===== config.mk =====
export PLATFORM = sky130hd
export DESIGN_NAME = mc_control_fsm_flat
export DESIGN_NICKNAME = d
export VERILOG_FILES = /design/src/rtl/mc_control_fsm_if.sv /design/src/rtl/mc_control_fsm.sv /design/src/flat_wrapper.sv
export SDC_FILE = /design/constraint.sdc
export NUM_CORES = 1
export LEC_CHECK = 0
export CAP_MARGIN = 10
export CORE_AREA = 2 2 54 56
export DETAILED_ROUTE_END_ITERATION = 8
export DIE_AREA = 0 0 56 58
export PLACE_DENSITY = 0.73
export SYNTH_ARGS = -nofsm -noshare
export SYNTH_HDL_FRONTEND = slang
export SYNTH_SLANG_ARGS = --single-unit
export TNS_END_PERCENT = 5

===== constraint.sdc =====
create_clock -name clk -period 2.7 [get_ports clk]
set_input_delay 0.405 -clock clk [delete_from_list [all_inputs] [get_ports clk]]
set_output_delay 0.405 -clock clk [all_outputs]
set_load 0.05 [all_outputs]

===== src/rtl/mc_control_fsm_if.sv =====
// rtl/mc_control_fsm_if.sv - control bundle between the multicycle main control FSM and the datapath
//
// Ports carried:
//   opcode, mem_ready, zero : datapath -> control (IR opcode, memory handshake, ALU zero flag)
//   IorD .. RegWrite        : control -> datapath mux selects and write enables
//   mem_err, illegal_op     : one-cycle error pulses
//   state                   : current FSM state, for debug
// Modports: master = control FSM, slave = datapath side.
interface mc_control_fsm_if;
    logic [5:0] opcode;
    logic       mem_ready;
    logic       zero;
    logic       IorD;
    logic       MemWrite;
    logic       IRWrite;
    logic       PCWrite;
    logic       PCWriteEn;
    logic       Branch;
    logic [1:0] PCSrc;
    logic       ALUSrcA;
    logic [1:0] ALUSrcB;
    logic [1:0] ALUOp;
    logic       MemtoReg;
    logic       RegDst;
    logic       RegWrite;
    logic       mem_err;
    logic       illegal_op;
    logic [3:0] state;

    modport master (
        input  opcode, mem_ready, zero,
        output IorD, MemWrite, IRWrite, PCWrite, PCWriteEn, Branch, PCSrc,
               ALUSrcA, ALUSrcB, ALUOp, MemtoReg, RegDst, RegWrite,
               mem_err, illegal_op, state
    );

    modport slave (
        output opcode, mem_ready, zero,
        input  IorD, MemWrite, IRWrite, PCWrite, PCWriteEn, Branch, PCSrc,
               ALUSrcA, ALUSrcB, ALUOp, MemtoReg, RegDst, RegWrite,
               mem_err, illegal_op, state
    );
endinterface


===== src/rtl/mc_control_fsm.sv =====
// rtl/mc_control_fsm.sv - multicycle main control FSM with memory-ready stall and wait timeout
//
// Ports:
//   clk   : system clock, rising edge
//   reset : asynchronous active-low reset
//   bus   : mc_control_fsm_if.master (opcode/mem_ready/zero in, datapath controls,
//           mem_err/illegal_op pulses and debug state out)
// Parameters:
//   MEM_TIMEOUT : max cycles a memory state waits for mem_ready (>= 1)
//   CNT_W       : wait counter width, 2**CNT_W > MEM_TIMEOUT
module mc_control_fsm #(
    parameter int MEM_TIMEOUT = 16,
    parameter int CNT_W       = 5
) (
    input  logic               clk,
    input  logic               reset,
    mc_control_fsm_if.master   bus
);

    typedef enum logic [3:0] {
        FETCH    = 4'd0,
        DECODE   = 4'd1,
        MEMADR   = 4'd2,
        MEMREAD  = 4'd3,
        MEMWB    = 4'd4,
        MEMWRITE = 4'd5,
        EXECUTE  = 4'd6,
        ALUWB    = 4'd7,
        BRANCH   = 4'd8,
        ADDIEXEC = 4'd9,
        ADDIWB   = 4'd10,
        JUMP     = 4'd11
    } state_t;

    localparam logic [5:0] OP_RTYPE = 6'h00;
    localparam logic [5:0] OP_J     = 6'h02;
    localparam logic [5:0] OP_BEQ   = 6'h04;
    localparam logic [5:0] OP_ADDI  = 6'h08;
    localparam logic [5:0] OP_LW    = 6'h23;
    localparam logic [5:0] OP_SW    = 6'h2B;

    state_t           state_q, state_d;
    logic [CNT_W-1:0] cnt_q, cnt_d;
    logic             mem_err_q;
    logic             mem_wait;
    logic             timeout;

    logic       iord, mem_w, ir_w, pc_w, branch, alusrca, memtoreg, regdst, reg_w, ill;
    logic [1:0] pcsrc, alusrcb, aluop;

    // States that sit on the memory handshake and are therefore subject to the timeout.
    assign mem_wait = (state_q == FETCH) || (state_q == MEMREAD) || (state_q == MEMWRITE);

    // mem_ready in the final allowed cycle still completes the access normally.
    assign timeout  = mem_wait && !bus.mem_ready && (cnt_q == CNT_W'(MEM_TIMEOUT - 1));

    always_comb begin
        state_d  = state_q;
        iord     = 1'b0;
        mem_w    = 1'b0;
        ir_w     = 1'b0;
        pc_w     = 1'b0;
        branch   = 1'b0;
        pcsrc    = 2'b00;
        alusrca  = 1'b0;
        alusrcb  = 2'b00;
        aluop    = 2'b00;
        memtoreg = 1'b0;
        regdst   = 1'b0;
        reg_w    = 1'b0;
        ill      = 1'b0;

        case (state_q)
            FETCH: begin
                alusrcb = 2'b01;
                ir_w    = bus.mem_ready;
                pc_w    = bus.mem_ready;
                if (bus.mem_ready) state_d = DECODE;
            end
            DECODE: begin
                // ALU precomputes the branch target while the opcode is decoded.
                alusrcb = 2'b10;
                case (bus.opcode)
                    OP_LW, OP_SW: state_d = MEMADR;
                    OP_RTYPE:     state_d = EXECUTE;
                    OP_BEQ:       state_d = BRANCH;
                    OP_ADDI:      state_d = ADDIEXEC;
                    OP_J:         state_d = JUMP;
                    default: begin
                        state_d = FETCH;
                        ill     = 1'b1;
                    end
                endcase
            end
            MEMADR: begin
                alusrca = 1'b1;
                alusrcb = 2'b10;
                state_d = (bus.opcode == OP_LW) ? MEMREAD : MEMWRITE;
            end
            MEMREAD: begin
                iord = 1'b1;
                if (bus.mem_ready) state_d = MEMWB;
            end
            MEMWB: begin
                memtoreg = 1'b1;
                reg_w    = 1'b1;
                state_d  = FETCH;
            end
            MEMWRITE: begin
                iord  = 1'b1;
                mem_w = 1'b1;
                if (bus.mem_ready) state_d = FETCH;
            end
            EXECUTE: begin
                alusrca = 1'b1;
                aluop   = 2'b10;
                state_d = ALUWB;
            end
            ALUWB: begin
                regdst  = 1'b1;
                reg_w   = 1'b1;
                state_d = FETCH;
            end
            BRANCH: begin
                alusrca = 1'b1;
                aluop   = 2'b01;
                pcsrc   = 2'b01;
                branch  = 1'b1;
                state_d = FETCH;
            end
            ADDIEXEC: begin
                alusrca = 1'b1;
                alusrcb = 2'b10;
                state_d = ADDIWB;
            end
            ADDIWB: begin
                reg_w   = 1'b1;
                state_d = FETCH;
            end
            JUMP: begin
                pcsrc   = 2'b10;
                pc_w    = 1'b1;
                state_d = FETCH;
            end
            default: state_d = FETCH;
        endcase

        if (timeout) state_d = FETCH;

        // Counter restarts on every state change, on handshake completion and on abort.
        if (timeout || bus.mem_ready || !mem_wait || (state_d != state_q))
            cnt_d = '0;
        else
            cnt_d = cnt_q + CNT_W'(1);
    end

    always_ff @(posedge clk or negedge reset) begin
        if (!reset) begin
            state_q   <= FETCH;
            cnt_q     <= '0;
            mem_err_q <= 1'b0;
        end else begin
            state_q   <= state_d;
            cnt_q     <= cnt_d;
            mem_err_q <= timeout;
        end
    end

    // Write enables are gated directly by reset so nothing is written while it is held low.
    assign bus.IRWrite    = reset & ir_w;
    assign bus.PCWrite    = reset & pc_w;
    assign bus.PCWriteEn  = reset & (pc_w | (branch & bus.zero));
    assign bus.MemWrite   = reset & mem_w;
    assign bus.RegWrite   = reset & reg_w;
    assign bus.IorD       = iord;
    assign bus.Branch     = branch;
    assign bus.PCSrc      = pcsrc;
    assign bus.ALUSrcA    = alusrca;
    assign bus.ALUSrcB    = alusrcb;
    assign bus.ALUOp      = aluop;
    assign bus.MemtoReg   = memtoreg;
    assign bus.RegDst     = regdst;
    assign bus.illegal_op = ill;
    assign bus.mem_err    = mem_err_q;
    assign bus.state      = state_q;

endmodule


===== src/flat_wrapper.sv =====
// flat-port wrapper written by rule: the top's interface ports become plain ports
module mc_control_fsm_flat 
#(
    parameter int MEM_TIMEOUT = 16,
    parameter int CNT_W       = 5
)
  (clk, reset, bus_opcode, bus_mem_ready, bus_zero, bus_IorD, bus_MemWrite, bus_IRWrite, bus_PCWrite, bus_PCWriteEn, bus_Branch, bus_PCSrc, bus_ALUSrcA, bus_ALUSrcB, bus_ALUOp, bus_MemtoReg, bus_RegDst, bus_RegWrite, bus_mem_err, bus_illegal_op, bus_state);
  mc_control_fsm_if bus_i ();
  input  logic clk;
  input  logic reset;
  input wire logic [$bits(bus_i.opcode)-1:0] bus_opcode;
  input wire logic [$bits(bus_i.mem_ready)-1:0] bus_mem_ready;
  input wire logic [$bits(bus_i.zero)-1:0] bus_zero;
  output wire logic [$bits(bus_i.IorD)-1:0] bus_IorD;
  output wire logic [$bits(bus_i.MemWrite)-1:0] bus_MemWrite;
  output wire logic [$bits(bus_i.IRWrite)-1:0] bus_IRWrite;
  output wire logic [$bits(bus_i.PCWrite)-1:0] bus_PCWrite;
  output wire logic [$bits(bus_i.PCWriteEn)-1:0] bus_PCWriteEn;
  output wire logic [$bits(bus_i.Branch)-1:0] bus_Branch;
  output wire logic [$bits(bus_i.PCSrc)-1:0] bus_PCSrc;
  output wire logic [$bits(bus_i.ALUSrcA)-1:0] bus_ALUSrcA;
  output wire logic [$bits(bus_i.ALUSrcB)-1:0] bus_ALUSrcB;
  output wire logic [$bits(bus_i.ALUOp)-1:0] bus_ALUOp;
  output wire logic [$bits(bus_i.MemtoReg)-1:0] bus_MemtoReg;
  output wire logic [$bits(bus_i.RegDst)-1:0] bus_RegDst;
  output wire logic [$bits(bus_i.RegWrite)-1:0] bus_RegWrite;
  output wire logic [$bits(bus_i.mem_err)-1:0] bus_mem_err;
  output wire logic [$bits(bus_i.illegal_op)-1:0] bus_illegal_op;
  output wire logic [$bits(bus_i.state)-1:0] bus_state;
  assign bus_i.opcode = bus_opcode;
  assign bus_i.mem_ready = bus_mem_ready;
  assign bus_i.zero = bus_zero;
  assign bus_IorD = bus_i.IorD;
  assign bus_MemWrite = bus_i.MemWrite;
  assign bus_IRWrite = bus_i.IRWrite;
  assign bus_PCWrite = bus_i.PCWrite;
  assign bus_PCWriteEn = bus_i.PCWriteEn;
  assign bus_Branch = bus_i.Branch;
  assign bus_PCSrc = bus_i.PCSrc;
  assign bus_ALUSrcA = bus_i.ALUSrcA;
  assign bus_ALUSrcB = bus_i.ALUSrcB;
  assign bus_ALUOp = bus_i.ALUOp;
  assign bus_MemtoReg = bus_i.MemtoReg;
  assign bus_RegDst = bus_i.RegDst;
  assign bus_RegWrite = bus_i.RegWrite;
  assign bus_mem_err = bus_i.mem_err;
  assign bus_illegal_op = bus_i.illegal_op;
  assign bus_state = bus_i.state;
  mc_control_fsm #(.MEM_TIMEOUT(MEM_TIMEOUT), .CNT_W(CNT_W)) u_core (.clk(clk), .reset(reset), .bus(bus_i));
endmodule

==> results.yml <==
global_route:
  grt_first_pass_wirelength_mm: 3.49
  antenna_found_initial: 0
  grt_use_total: 0.131
  first_global_vias: 828
  grt_overflow: 0
  grt_max_degree: 19
yosys:
  netlist.top_cell.by_area: "dfrtp_1"
  synth-async-reset-ratio: 1.00
  syn_area_per_cell_um2: 8.11
  synth_area_leaders: "dfrtp_1 29%, nor2_1 5.6%, o21a_1 4.3%"
  yosysSeqAreaShare: 0.286
  synthesis.area_um2: 876
  synth-edff-count: 0
  synth_top_area_share: 0.286
  synthDistinctLibCells: 42
  syn_inst: 108
  yosys_warnings: 0
  ys.flop_type: "dfrtp_1"
  ys_ff_latch: 10
  synth.net_count: 120
floorplan:
  start_util: 0.329
  core_um2: 2660
  ios: 32
  die_area_um2: 3250
  rows: 19
  die_y_um: 58
  die_x_um: 56
placement:
  port_buffers: 31
  gp_routability_congestion: 0.784
  hpwlAfterDp_mm: 1.70
  post-place-ws_ns: 0.357
pwr:
  seq_power_share: 0.237
  power_frac_clock: 0.158
  combinationalPowerShare: 0.605
  switching_share: 0.466
  p_leak_nw: 0.521
  p_per_area_nw_per_um2: 651
  ir_drop_v: 0.000369
  netSwitchingPower_uw: 395
  power.internal_uw: 453
clock_tree:
  post_cts_resized: 0
  cts_tree: "built"
  clk_pin_slew_worst_paths_ns: 0.07
  clock-root-buffer: "clkbuf_4"
  clockBufferDepth: 2
  clkLatencyLatePin_ns: 0.26
  postCtsHoldBufs: 0
  ctsHtreeMaxLevel: 1
  clock-sinks: 10
  cts_buffers: 3
  postCtsSetupBuffers: 0
detailed_routing:
  first_pass_iters: 4
  drc: 0
  routed_wirelength_mm: 2.14
  routedWlPerCell_um: 12.5
  vias_per_cell: 5.23
  drt_iter0_markers: 7
  antenna_left: 0
  vias: 899
timing:
  fin_skew_ns: 0.00128
  hold_violations: 0
  fin_crit_sh: 0.947
  finalWorstSetupSlack_ns: 0.144
  drv_slew: 0
  worstMarginPinSlew_ns: 0.548
  rsz0062_at_grt: "no"
  fin_crit_ns: 2.56
  finalSetupViolCount: 0
  slew_headroom: 0.635
  fmax_mhz: 391
setup_path:
  endpoint_kind: "output pin"
  worstPathMaxFanout: 9
  path_depth: 4
  start_kind: "flop"
  cp_num_buf_inv: 2
  cp_top_family: "buffers and inverters"
  arrival_ns: 2.15
  worst_ep_required_time_ns: 2.30
  reg2reg_slack_ns: 0.87
  reg2regPathDepth: 7
  crit_type: "reg2out"
  worstPathCellList: "buf_4, nand2_1, nor3_1, clkdlybuf4s50_1"
  slowest_stage: "clkdlybuf4s50_1"
  critPathMaxStageDelay_ns: 0.83
layout:
  multi_input_area_um2: 569
  seq_area_um2: 250
  fin_util: 0.490
  nNetsFinal: 154
  drive_gt1_frac: 0.227
  fill_cells: 260
  area_growth_syn_to_layout_pct: 48.9
  n_antenna_cell: 0
run:
  max-cap-violations: 0
status:
  outcome: "complete, no violations"
hold_path:
  worst_hold_path_type: "reg2reg"
  min_path_cells: 1
[flip-flops by register name, summed over array words and instances, names as in the netlist]
name	cells
u_core.bus.mem_err	1
u_core.bus.state	4
u_core.cnt_q	5
[cells by family (layout without fill, tap and decap cells)]
kind of cell             count (synthesis)  in the layout  synth area share
AND/OR/NAND/NOR                         50             50             0.331
AO/OA/AOI/OAI                           28             28             0.221
buffers and inverters                   13             46            0.0828
flip-flops                              10             10             0.286
XOR/XNOR                                 5              5            0.0500
adder cells (fa/ha/maj)                  2              2            0.0286
[layout make-up]
cell class	count	share of cell area
tap	31	0.0298
inverter	5	0.0144
sequential	10	0.192
multi-input combinational	85	0.437
clock buffer	4	0.0278
timing repair buffer	37	0.299
[cell usage after synthesis (all sizes together) (3+ instances only)]
master and instances:
a21oi 6, buf 5, clkbuf 3, dfrtp 10
inv 5, nand2 6, nand2b 3, nor2 13
nor2b 3, nor3 6, nor3b 3, o21a 5
o21ai 6, or4 3, xnor2 3
[power by group through the flow]
stage	sequential [mW]	combinational [mW]	clock [mW]
after floorplan	0.225	0.328	0
after global placement	0.203	0.507	0
after detailed placement	0.204	0.515	0
after CTS	0.202	0.517	0.139
after global routing	0.205	0.546	0.145
final	0.201	0.513	0.134
[metrics by stage]
| stage | std cells | power, mW | instance area, um^2 | hold slack (ns) | TNS [ns] |
|---|---|---|---|---|---|
| global placement | 168 | 0.711 | 1270 | 0.444 | 0 |
| CTS | 172 | 0.857 | 1300 | 0.467 | 0 |
| global route | 172 | 0.897 | 1300 | 0.478 | 0 |
| finish | 172 | 0.848 | 1300 | 0.466 | 0 |
| detailed placement | 168 | 0.719 | 1270 | 0.458 | 0 |
| floorplan | 108 | 0.553 | 892 | 0.109 | -0.296 |
[worst paths after layout]
kind | to | startpoint
max in group asynchronous | u_core.cnt_q[1] | reset
setup reg to reg | u_core.bus.state[1] | u_core.cnt_q[0]
hold reg to reg | u_core.cnt_q[0] | u_core.cnt_q[0]
hold / removal | u_core.cnt_q[0] | u_core.cnt_q[0]
setup / recovery | bus_MemtoReg | u_core.bus.state[2]
min in group asynchronous | u_core.bus.state[3] | reset
[metal layers]
metal  share of wire  routed length (um)  track usage  up-vias
met4          0.0065                  14       0.0510        0
li1                -                   -            -      455
met2            0.49                1060        0.242       28
met5               0                   0            0        -
met1            0.45                 964        0.155      414
met3           0.051                 109       0.0179        2
[cells in the final DEF (no fill, tap or decap), types with 2 or more instances in the layout]
cell type,n
ha_1,2
or2b_2,2
or4_1,2
nor3b_1,2
clkdlybuf4s50_1,20
o21ai_0,6
nand2_1,6
xor2_1,2
nand3b_1,2
xnor2_1,3
and3_1,2
buf_12,5
nand2b_1,3
clkbuf_4,3
o21a_1,5
inv_1,5
a21oi_1,6
dfrtp_1,10
nor3_1,5
buf_4,12
nor2b_1,3
nor2_1,13
(Power assumes the default switching activity.)
